File: config.mk
export PLATFORM = sky130hd
export DESIGN_NAME = rr_grant_arbiter4
export DESIGN_NICKNAME = d
export VERILOG_FILES = /design/src/rtl/rr_grant_arbiter4.sv
export SDC_FILE = /design/constraint.sdc
export NUM_CORES = 1
export LEC_CHECK = 0
export CORE_MARGIN = 2
export CORE_UTILIZATION = 66
export CTS_CLUSTER_DIAMETER = 50
export DETAILED_ROUTE_END_ITERATION = 12
export DONT_BUFFER_PORTS = 1
export PLACE_DENSITY = 0.94
export SLEW_MARGIN = 15
export SYNTH_ARGS = -nofsm -noshare
export SYNTH_HDL_FRONTEND = slang
export SYNTH_SLANG_ARGS = --single-unit
File: constraint.sdc
create_clock -name clk -period 6.7 [get_ports clk]
set_clock_uncertainty 0.1 [all_clocks]
set_input_delay 1.005 -clock clk [delete_from_list [all_inputs] [get_ports clk]]
set_output_delay 1.005 -clock clk [all_outputs]
set_load 0.05 [all_outputs]
File: src/rtl/rr_grant_arbiter4.sv
// Four-way round-robin arbiter with a bounded hold time per owner.
// Grant index, valid flag and one-hot grant are all registered.
module rr_grant_arbiter4 #(
    parameter int unsigned MAX_HOLD = 8
) (
    input  logic       clk,
    input  logic       rst_n,
    input  logic [3:0] req,
    output logic [3:0] gnt,
    output logic [1:0] gnt_idx,
    output logic       gnt_valid
);

    typedef enum logic {
        IDLE,
        GRANT
    } state_t;

    localparam logic [7:0] HOLD_LAST = 8'(MAX_HOLD - 1);

    state_t     state_q, state_d;
    logic [1:0] ptr_q, ptr_d;
    logic [7:0] hold_q, hold_d;
    logic [1:0] idx_q, idx_d;
    logic       valid_q, valid_d;
    logic [3:0] gnt_q, gnt_d;

    logic       owner_req;
    logic [3:0] others;
    logic       others_pend;
    logic       hold_last;
    logic [2:0] sel_all;
    logic [2:0] sel_oth;

    // Returns {found, index} of the first set bit searching from p upward.
    function automatic logic [2:0] pick(
        input logic [3:0] r,
        input logic [1:0] p
    );
        logic [1:0] c;
        pick = 3'b000;
        for (int i = 3; i >= 0; i--) begin
            c = p + 2'(i);
            if (r[c]) pick = {1'b1, c};
        end
    endfunction

    assign owner_req   = req[idx_q];
    assign others      = req & ~(4'b0001 << idx_q);
    assign others_pend = |others;
    assign hold_last   = (hold_q == HOLD_LAST);
    assign sel_all     = pick(req, ptr_q);
    assign sel_oth     = pick(others, ptr_q);

    always_ff @(posedge clk or negedge rst_n) begin
        if (!rst_n) begin
            state_q <= IDLE;
            ptr_q   <= 2'b00;
            hold_q  <= 8'd0;
            idx_q   <= 2'b00;
            valid_q <= 1'b0;
            gnt_q   <= 4'b0000;
        end else begin
            state_q <= state_d;
            ptr_q   <= ptr_d;
            hold_q  <= hold_d;
            idx_q   <= idx_d;
            valid_q <= valid_d;
            gnt_q   <= gnt_d;
        end
    end

    always_comb begin
        state_d = state_q;
        ptr_d   = ptr_q;
        hold_d  = hold_q;
        idx_d   = idx_q;
        valid_d = valid_q;
        unique case (state_q)
            IDLE: begin
                if (sel_all[2]) begin
                    state_d = GRANT;
                    idx_d   = sel_all[1:0];
                    valid_d = 1'b1;
                    ptr_d   = sel_all[1:0] + 2'd1;
                    hold_d  = 8'd0;
                end
            end
            GRANT: begin
                unique case (1'b1)
                    (others_pend && (!owner_req || hold_last)): begin
                        idx_d  = sel_oth[1:0];
                        ptr_d  = sel_oth[1:0] + 2'd1;
                        hold_d = 8'd0;
                    end
                    (!owner_req && !others_pend): begin
                        state_d = IDLE;
                        idx_d   = 2'b00;
                        valid_d = 1'b0;
                        hold_d  = 8'd0;
                    end
                    default: begin
                        hold_d = hold_last ? hold_q : hold_q + 8'd1;
                    end
                endcase
            end
            default: state_d = IDLE;
        endcase
    end

    always_comb begin
        gnt_d = 4'b0000;
        if (valid_d) gnt_d = 4'b0001 << idx_d;
    end

    assign gnt       = gnt_q;
    assign gnt_idx   = idx_q;
    assign gnt_valid = valid_q;

endmodule
# After elaboration in Yosys (flattened, before gate mapping)
# Index checks and enable logic that the tools add are counted.
# word_totals
output_inout_bits,7
register_bits,18
in_bits,6
elab_cells,78
# classes
n_mux,43
n_shift,2
reduce_logical,9
n_addsub,6
n_bitwise,3
order_cmp,5
n_eq_ne,4
# ops
op,count
$mux 8,3
$bmux 1 s2,9
$pmux 8 s2,1
$lt 2x3->1 const B,5
$mux 2,7
$mux 1,13
$mux 3,4
$pmux 2 s2,3
$add 8x1->8 const B,1
$eq 8x3->1 const B,1
$shl 1x2->4 const A,2
$add 2x1->2 const B,3
$add 2x2->2 const B,2
$and 4x4->4,1
$mux 4,1
$not 4->4,1
$pmux 1 s2,2
$reduce_and 2->1,2
$reduce_or 4->1,1
$ne 3x3->1 const B,1
$logic_and 1x1->1,2
$logic_not 1->1,2
$ne 2x1->1 const B,1
$ne 2x2->1 const B,1
3 further kinds,3

# Longest topological paths before layout
# Gate-level depths: netlist of the first run.
# depth
word_depth,13
depth_mapped,8
mapped_depth_nobuf,7

# Worst setup path after synthesis of the first run
# OpenSTA, ideal clock, no wires.
# synth_timing
path_type,input to register
start,in req[0]
end,reg hold_q[5]
path_stages,8
arrival_ns,2.842
n_path_buf,3
setup_ns,0.078
required_time_ns,6.522
setup_slack_ns,3.680
cell_sequence,buf_6 > or4_4 > buf_6 > and3_1 > a21o_1 > buf_6 > or4_1 > a21oi_1
# synth_via
elab_chain_len,8
elab_cells_between_ends,27
classes_between,eq/ne (2); mux (16); bitwise (1); reduce/logical (8)
# synth_rtl
item,line_no,source
start: declaration,8,"input logic [3:0] req,"
"$bmux 1 s2, on equally long branches","44, 48",
"$mux 1, on equally long branches","44, 48",
$mux 3 or $logic_not 1->1 (tied branches),"44, 91, 96",
$mux 3 or $logic_or 1x1->1 (tied branches),"44, 91",
$mux 3 or $logic_and 1x1->1 (tied branches),"44, 91",
$mux 3 or $reduce_or 2->1 (tied branches),--,
$ne 2x2->1 (no line) (tied with other cells),--,
$reduce_and 2->1 (no line) or $pmux 8 s2 (tied branches),--,
end signal: assignment,66,hold_q <= hold_d;
end: declaration,23,"logic [7:0] hold_q, hold_d;"
# Parallel ways exist; a longest one is shown, timed or not. The select of a mux whose other input is x is not followed.
# A chain may end at the register's enable or synchronous reset.

# Final worst setup path of the first run
# layout_timing
start,reg idx_q[0] (netlist: gnt_idx[0])
end,reg gnt_q[0] (netlist: gnt[0])
# layout_via
elab_chain_len,13
elab_cells_between_ends,30
classes_between,shift (2); mux (20); bitwise (2); reduce/logical (6)
# layout_rtl
item,line_no,source
start: declaration,24,"logic [1:0] idx_q, idx_d;"
start signal: assignment,67,idx_q <= idx_d;
$shl 1x2->4,49,assign others = req & ~(4'b0001 << idx_q);
$not 4->4,49,
$and 4x4->4,49,
$bmux 1 s2,44,"if (r[c]) pick = {1'b1, c};"
$mux 1 (implied by the code),44,
$mux 2 (4 in a row),44,
$pmux 2 s2,90,unique case (1'b1)
$pmux 2 s2,79,unique case (state_q)
$shl 1x2->4,113,if (valid_d) gnt_d = 4'b0001 << idx_d;
$mux 4 *,113,
named net gnt_d[0],26,"logic [3:0] gnt_q, gnt_d;"
end signal: assignment,69,gnt_q <= gnt_d;
end: declaration,26,
# The timed path passes the listed nets; every way through them passes the cells marked *. The select of a mux whose other input is x is not followed.

==> out/qor.csv, run 1 <==
metric,value,unit
grt ovf,0,
Max Transition Viols Final,0,
"Net Count, Synth",143,
Final nets,138,
drt wl/cell,16.6,µm
Worst EP arrival,2950,ps
final non-filler cell total,155,
final worst path period share,43.0,%
VDD IR max,280,µV
Static Leak,0.000538,µW
Hold Crit Class,primary input to asynchronous set/reset pin,
CTS max path bufs,2,
final setup fails,0,
Max-Cap Viols,0,
crit-path cells,mux4_1 -> o31ai_2 -> o211ai_2 -> a2111oi_2 -> a311oi_2 -> nor3b_1,
Post-Syn Area,1270,µm²
core area,1760,µm²
Async SR Flop Fraction,100,%
vias in the first global route,1016,
layout cells sized above 1,13.1,%
Cells after DPL,151,
fin crit period,2880,ps
Initial Util,71.8,%
"slowest stage delay, CP",870,ps
DRC,0,
Area Overhead vs Synth,-0.890,%
Detailed Place HPWL,1900,µm
Worst Path Required,6770,ps
Main synth FF type,dfrtp_1,
CP Max Fanout,11,
post_cts resized,0,
power per cell area,398,nW/µm²
antenna cells,0,
vias per cell,6.99,
most common cell in the netlist,dfrtp_1,
Post-synth EDFFs,0,
Seq cells post-synth,18,
Yosys cell types,55,
DIE AREA,2280,µm²
top cell type's share of synthesized area,35.6,%
status,completed,
Fmax,347,MHz
RD Place Congestion,0.854,
vias,1083,
Die H,47.8,µm
first-pass GRT wire length,4330,µm
TNS Setup,0,ps
"top cells by count, synth","18 x dfrtp_1, 12 x nand2_1, 9 x inv_1, 9 x o21ai_0, 7 x nor2_1",
Crit. End Element,flop,
clock-pin transition on the worst setup and hold timing paths,100,ps
RSZ-0062 raised after global routing,no,
clock latency on the worst-skew pair,290,ps
synth top area cells,"dfrtp_1 36%, o21ai_0 3.6%, buf_6 3.6%",
pin count of the biggest net entering global routing,19,
CTS Buf Count,3,
DRT Wirelength,2570,µm
setup bufs post-CTS,0,
Fill cells,141,
Crit-path slowest cell,dfrtp_1,
Synth Area per Inst,9.31,µm²
gr usage total,27.1,%
Worst Max-Slew Pin Slew,794,ps
number of port buffers,0,
Root Buffer Master,clkbuf_4,
Yosys Warn Count,0,
I/O pins,13,
Starting DRT DRC Count,16,
number of standard cells after synthesis,136,
critical path class,flop to flop,
hold_buf cts,0,
CTS tree,built,
Slew headroom,47.1,%
Worst setup SP type,flop,
Hold Fails Final Rpt,0,
Placement Rows,15,
Routed Antenna Nets,0,
initial antenna violation count,0,
Synth area leader,dfrtp_1,
Pre-antenna DRT Iters,4,
Die X-Extent,47.8,µm
H-tree depth,1,
sequential share of the synthesized area,35.6,%
clk sinks,18,
==> final cells by class <==
cell class | instances | area [µm²] | area share, %
clock buffer | 4 | 36.3 | 2.89
multi-input combinational | 99 | 703 | 56.0
inverter | 9 | 33.8 | 2.69
sequential | 18 | 450 | 35.9
tap | 25 | 31.3 | 2.49
==> cells in the final DEF, fill, tap and decap left out, types with 2 or more instances in the layout <==
master and n:
dfrtp_1 18, nand2_1 12, inv_1 9, o21ai_0 9, nor2_1 7, a21oi_1 5
nor3_1 4, nand2b_1 4, nand3_1 4, a21boi_0 3, o31ai_1 3, maj3_1 3
and3_1 3, clkbuf_4 3, nor2b_1 2, mux2i_1 2, xnor2_1 2, o2111ai_1 2
or4_1 2
==> cells by family (layout without fill, tap and decap cells) <==
logic type / after synthesis / in the layout / share of synthesized area, %
simple gates: 48 / 48 / 20.5
compound gates: 41 / 41 / 26.0
buf+inv: 19 / 13 / 8.89
flops: 18 / 18 / 35.6
fa+ha+maj: 4 / 4 / 3.36
xor+xnor: 3 / 3 / 2.08
mux: 3 / 3 / 3.66
==> power breakdown <==
group,switching [µW],internal (µW)
clock network,33.2,33.1
registers,102,137
logic,106,88.3
==> state kept, by name, indices dropped and copies added (netlist names) <==
name / cells
gnt: 4
gnt_idx: 2
gnt_valid: 1
hold_q: 8
ptr_q: 2
state_q: 1
==> metrics by stage <==
stage	hold WS (ps)	cell area, µm²	power [µW]	utilization (%)	setup WS [ps]
floorplan	405	1270	395	-	3680
global placement	432	1220	419	69.1	3850
detailed placement	438	1220	429	69.1	3780
CTS	283	1250	497	71.1	3830
global route	278	1250	532	71.1	3630
finish	288	1250	500	71.1	3820
==> layer usage <==
metal | vias up | wire length (µm) | global-route usage [%]
li1 | 500 | - | -
met1 | 541 | 1110 | 32.9
met2 | 34 | 1310 | 46.4
met3 | 8 | 96 | 3.02
met4 | 0 | 49 | 15.1
met5 | - | 0 | 0
==> worst paths after layout <==
check | startpoint | endpoint | slack [ps] | depth (start not counted)
max | gnt_idx[0]$_DFF_PN0_ | gnt[0]$_DFF_PN0_ | 3820 | 6
min | rst_n | state_q$_DFF_PN0_ | 290 | 0
max reg2reg | gnt_idx[0]$_DFF_PN0_ | gnt[0]$_DFF_PN0_ | 3820 | 6
min reg2reg | hold_q[7]$_DFFE_PN0P_ | hold_q[7]$_DFFE_PN0P_ | 470 | 2
max in group asynchronous | rst_n | hold_q[2]$_DFFE_PN0P_ | 6140 | 0
min in group clk | hold_q[7]$_DFFE_PN0P_ | hold_q[7]$_DFFE_PN0P_ | 470 | 2
==> worst max-delay path, delay by kind of cell, from the launching register on <==
kind	cells	cell delay, ps
compound gates	4	890
flops	1	870
mux	1	660
simple gates	1	220
Power figures use the tool's default switching activity.
==> inputs of run 2 (changes only) <==
CORE_UTILIZATION = 56   (was 66)
PLACE_DENSITY = 0.86   (was 0.94)
clock period = 2.6 ns   (was 6.7 ns; I/O delays follow)
==> out/qor.csv, run 2 (same netlist as run 1, synthesis figures left out) <==
metric,value,unit,change
Worst Path Required,2670,ps,-4100 ps
vias in the first global route,1026,,+0.98%
Max Transition Viols Final,0,,unchanged
worst reg2reg setup slack,130,ps,-3690 ps
M3 GR Usage,6.03,%,+3.0 points
"commonest non-fill, non-tap cell in the layout",dfrtp_1,,
most frequent cells in the layout,"17 x dfrtp_1, 12 x nand2_1, 9 x inv_1, 8 x o21ai_0, 7 x nor2_1",,
final worst path period share,95.2,%,+52 points
Worst Max-Slew Pin Slew,771,ps,-22.6 ps
gr usage total,22.9,%,-4.2 points
DRC,0,,unchanged
Pre-antenna DRT Iters,4,,unchanged
Worst setup SP type,flop,,
grt ovf,0,,unchanged
RD Place Congestion,0.889,,+4.0%
final non-filler cell area,1310,µm²,+4.1%
H-tree depth,1,,unchanged
VDD IR max,707,µV,+150%
pre-CTS WS,90.8,ps,-3690 ps
Die H,51.6,µm,+7.8%
Worst EP arrival,2550,ps,-400 ps
r2r startpoint,hold_q[3]$_DFFE_PN0P_,,
Max-Cap Viols,0,,unchanged
Slew headroom,48.4,%,+1.3 points
core area,2170,µm²,+23%
clock-pin transition on the worst setup and hold timing paths,100,ps,about the same
layout cells sized above 1,15.0,%,+2.0 points
critical path class,flop to flop,,
CTS Buf Count,3,,unchanged
initial antenna violation count,0,,unchanged
Worst R2R End,gnt[0]$_DFF_PN0_,,
vias,1065,,-1.7%
Final nets,141,,+2.2%
GR peak layer,met2,,
largest register by flop count,hold_q,,
setup ws final,125,ps,-3690 ps
CTS max path bufs,2,,unchanged
clock latency on the worst-skew pair,300,ps,about the same
Crit. End Element,flop,,
met2 Track Usage GR,40.2,%,-6.2 points
Placement Cell Area,1240,µm²,+1.6%
vias per cell,6.61,,-5.3%
first-pass GRT wire length,4530,µm,+4.8%
number of port buffers,0,,unchanged
CP Max Fanout,7,,-4
Static Leak,0.000552,µW,+2.5%
antenna cells,0,,unchanged
Area Overhead vs Synth,3.16,%,
setup bufs post-CTS,0,,unchanged
Root Buffer Master,clkbuf_4,,
pin count of the biggest net entering global routing,19,,unchanged
DIE AREA,2660,µm²,+16%
drt wl/cell,16.1,µm,-2.7%
final setup fails,0,,unchanged
Cells after DPL,156,,+3.3%
CTS tree,built,,
power per cell area,1030,nW/µm²,+160%
final non-filler cell total,161,,+3.9%
M1 GR Usage,26.9,%,-5.9 points
Fmax,404,MHz,+16%
Hold Fails Final Rpt,0,,unchanged
Initial Util,58.4,%,-13 points
Worst Setup EP,gnt[0]$_DFF_PN0_,,
clk sinks,18,,unchanged
fin crit period,2470,ps,-408 ps
Worst Reg2Reg Path Length in Cells,6,,unchanged
CP Launch Point,hold_q[3]$_DFFE_PN0P_,,
Largest register FFs,8,,unchanged
I/O pins,13,,unchanged
Placement Rows,17,,+2
hold slack,168,ps,-120 ps
Detailed Place HPWL,1950,µm,+2.8%
status,completed,,
Starting DRT DRC Count,29,,+13
Die X-Extent,51.6,µm,+7.8%
Hold Crit Class,primary input to flop,,
Routed Antenna Nets,0,,unchanged
DRT Wirelength,2600,µm,+1.1%
==> run 2: changes by cell type in the layout (fill, tap and decap cells not counted), sizes merged <==
cell         change
buf              +2
dlygate4sd3      +1
==> run 2: how the worst min path moves through the flow <==
stage / start / end / depth (start not counted)
3_5_place_dp: rst_n / hold_q[4]$_DFFE_PN0P_ / 0
4_1_cts: req[3] / state_q$_DFF_PN0_ / 1
5_1_grt: req[3] / state_q$_DFF_PN0_ / 1
6_report: req[3] / state_q$_DFF_PN0_ / 1
3_3_place_gp: rst_n / hold_q[4]$_DFFE_PN0P_ / 0
2_1_floorplan: rst_n / gnt[0]$_DFF_PN0_ / 0
==> run 2: final cells by class <==
class                   count  area (µm²)
flip-flops and latches     18         452
fillers                   184         863
inverters                   9        33.8
multi-input cells          99         724
clock buffers               4        36.3
well taps                  28        35.0
repair buffers              3        25.0
==> run 2: critical path, stage by stage, from the launching register on <==
cell       delay, ps
dfrtp_1          430
or4_2            710
o31ai_2          290
o211ai_4         190
a2111oi_4        340
a311oi_2         110
nor3b_1          180
==> run 2: routing by layer <==
layer | vias up | routed length [µm]
li1 | 503 | -
met1 | 520 | 1080
met2 | 35 | 1330
met3 | 7 | 137
met4 | 0 | 45
met5 | - | 0
==> run 2: metrics by stage <==
step / TNS (ps) / total power, µW / util, %
CTS: 0 / 1310 / 59.2
global placement: 0 / 1110 / 57.1
detailed placement: 0 / 1140 / 57.1
floorplan: 0 / 1020 / -
global route: -13.1 / 1450 / 60.2
finish: 0 / 1340 / 60.2
==> run 2: power by group <==
group,internal [µW],total (µW),switching (µW)
sequential,356,552,196
combinational,260,618,358
clock,85.4,171,85.3
==> run 2: repair_timing <==
item	4_1_cts	5_1_grt
hold buffers	1	0
endpoints found under the hold margin	18	0
resized for setup	0	3
setup endpoints to repair	0	5
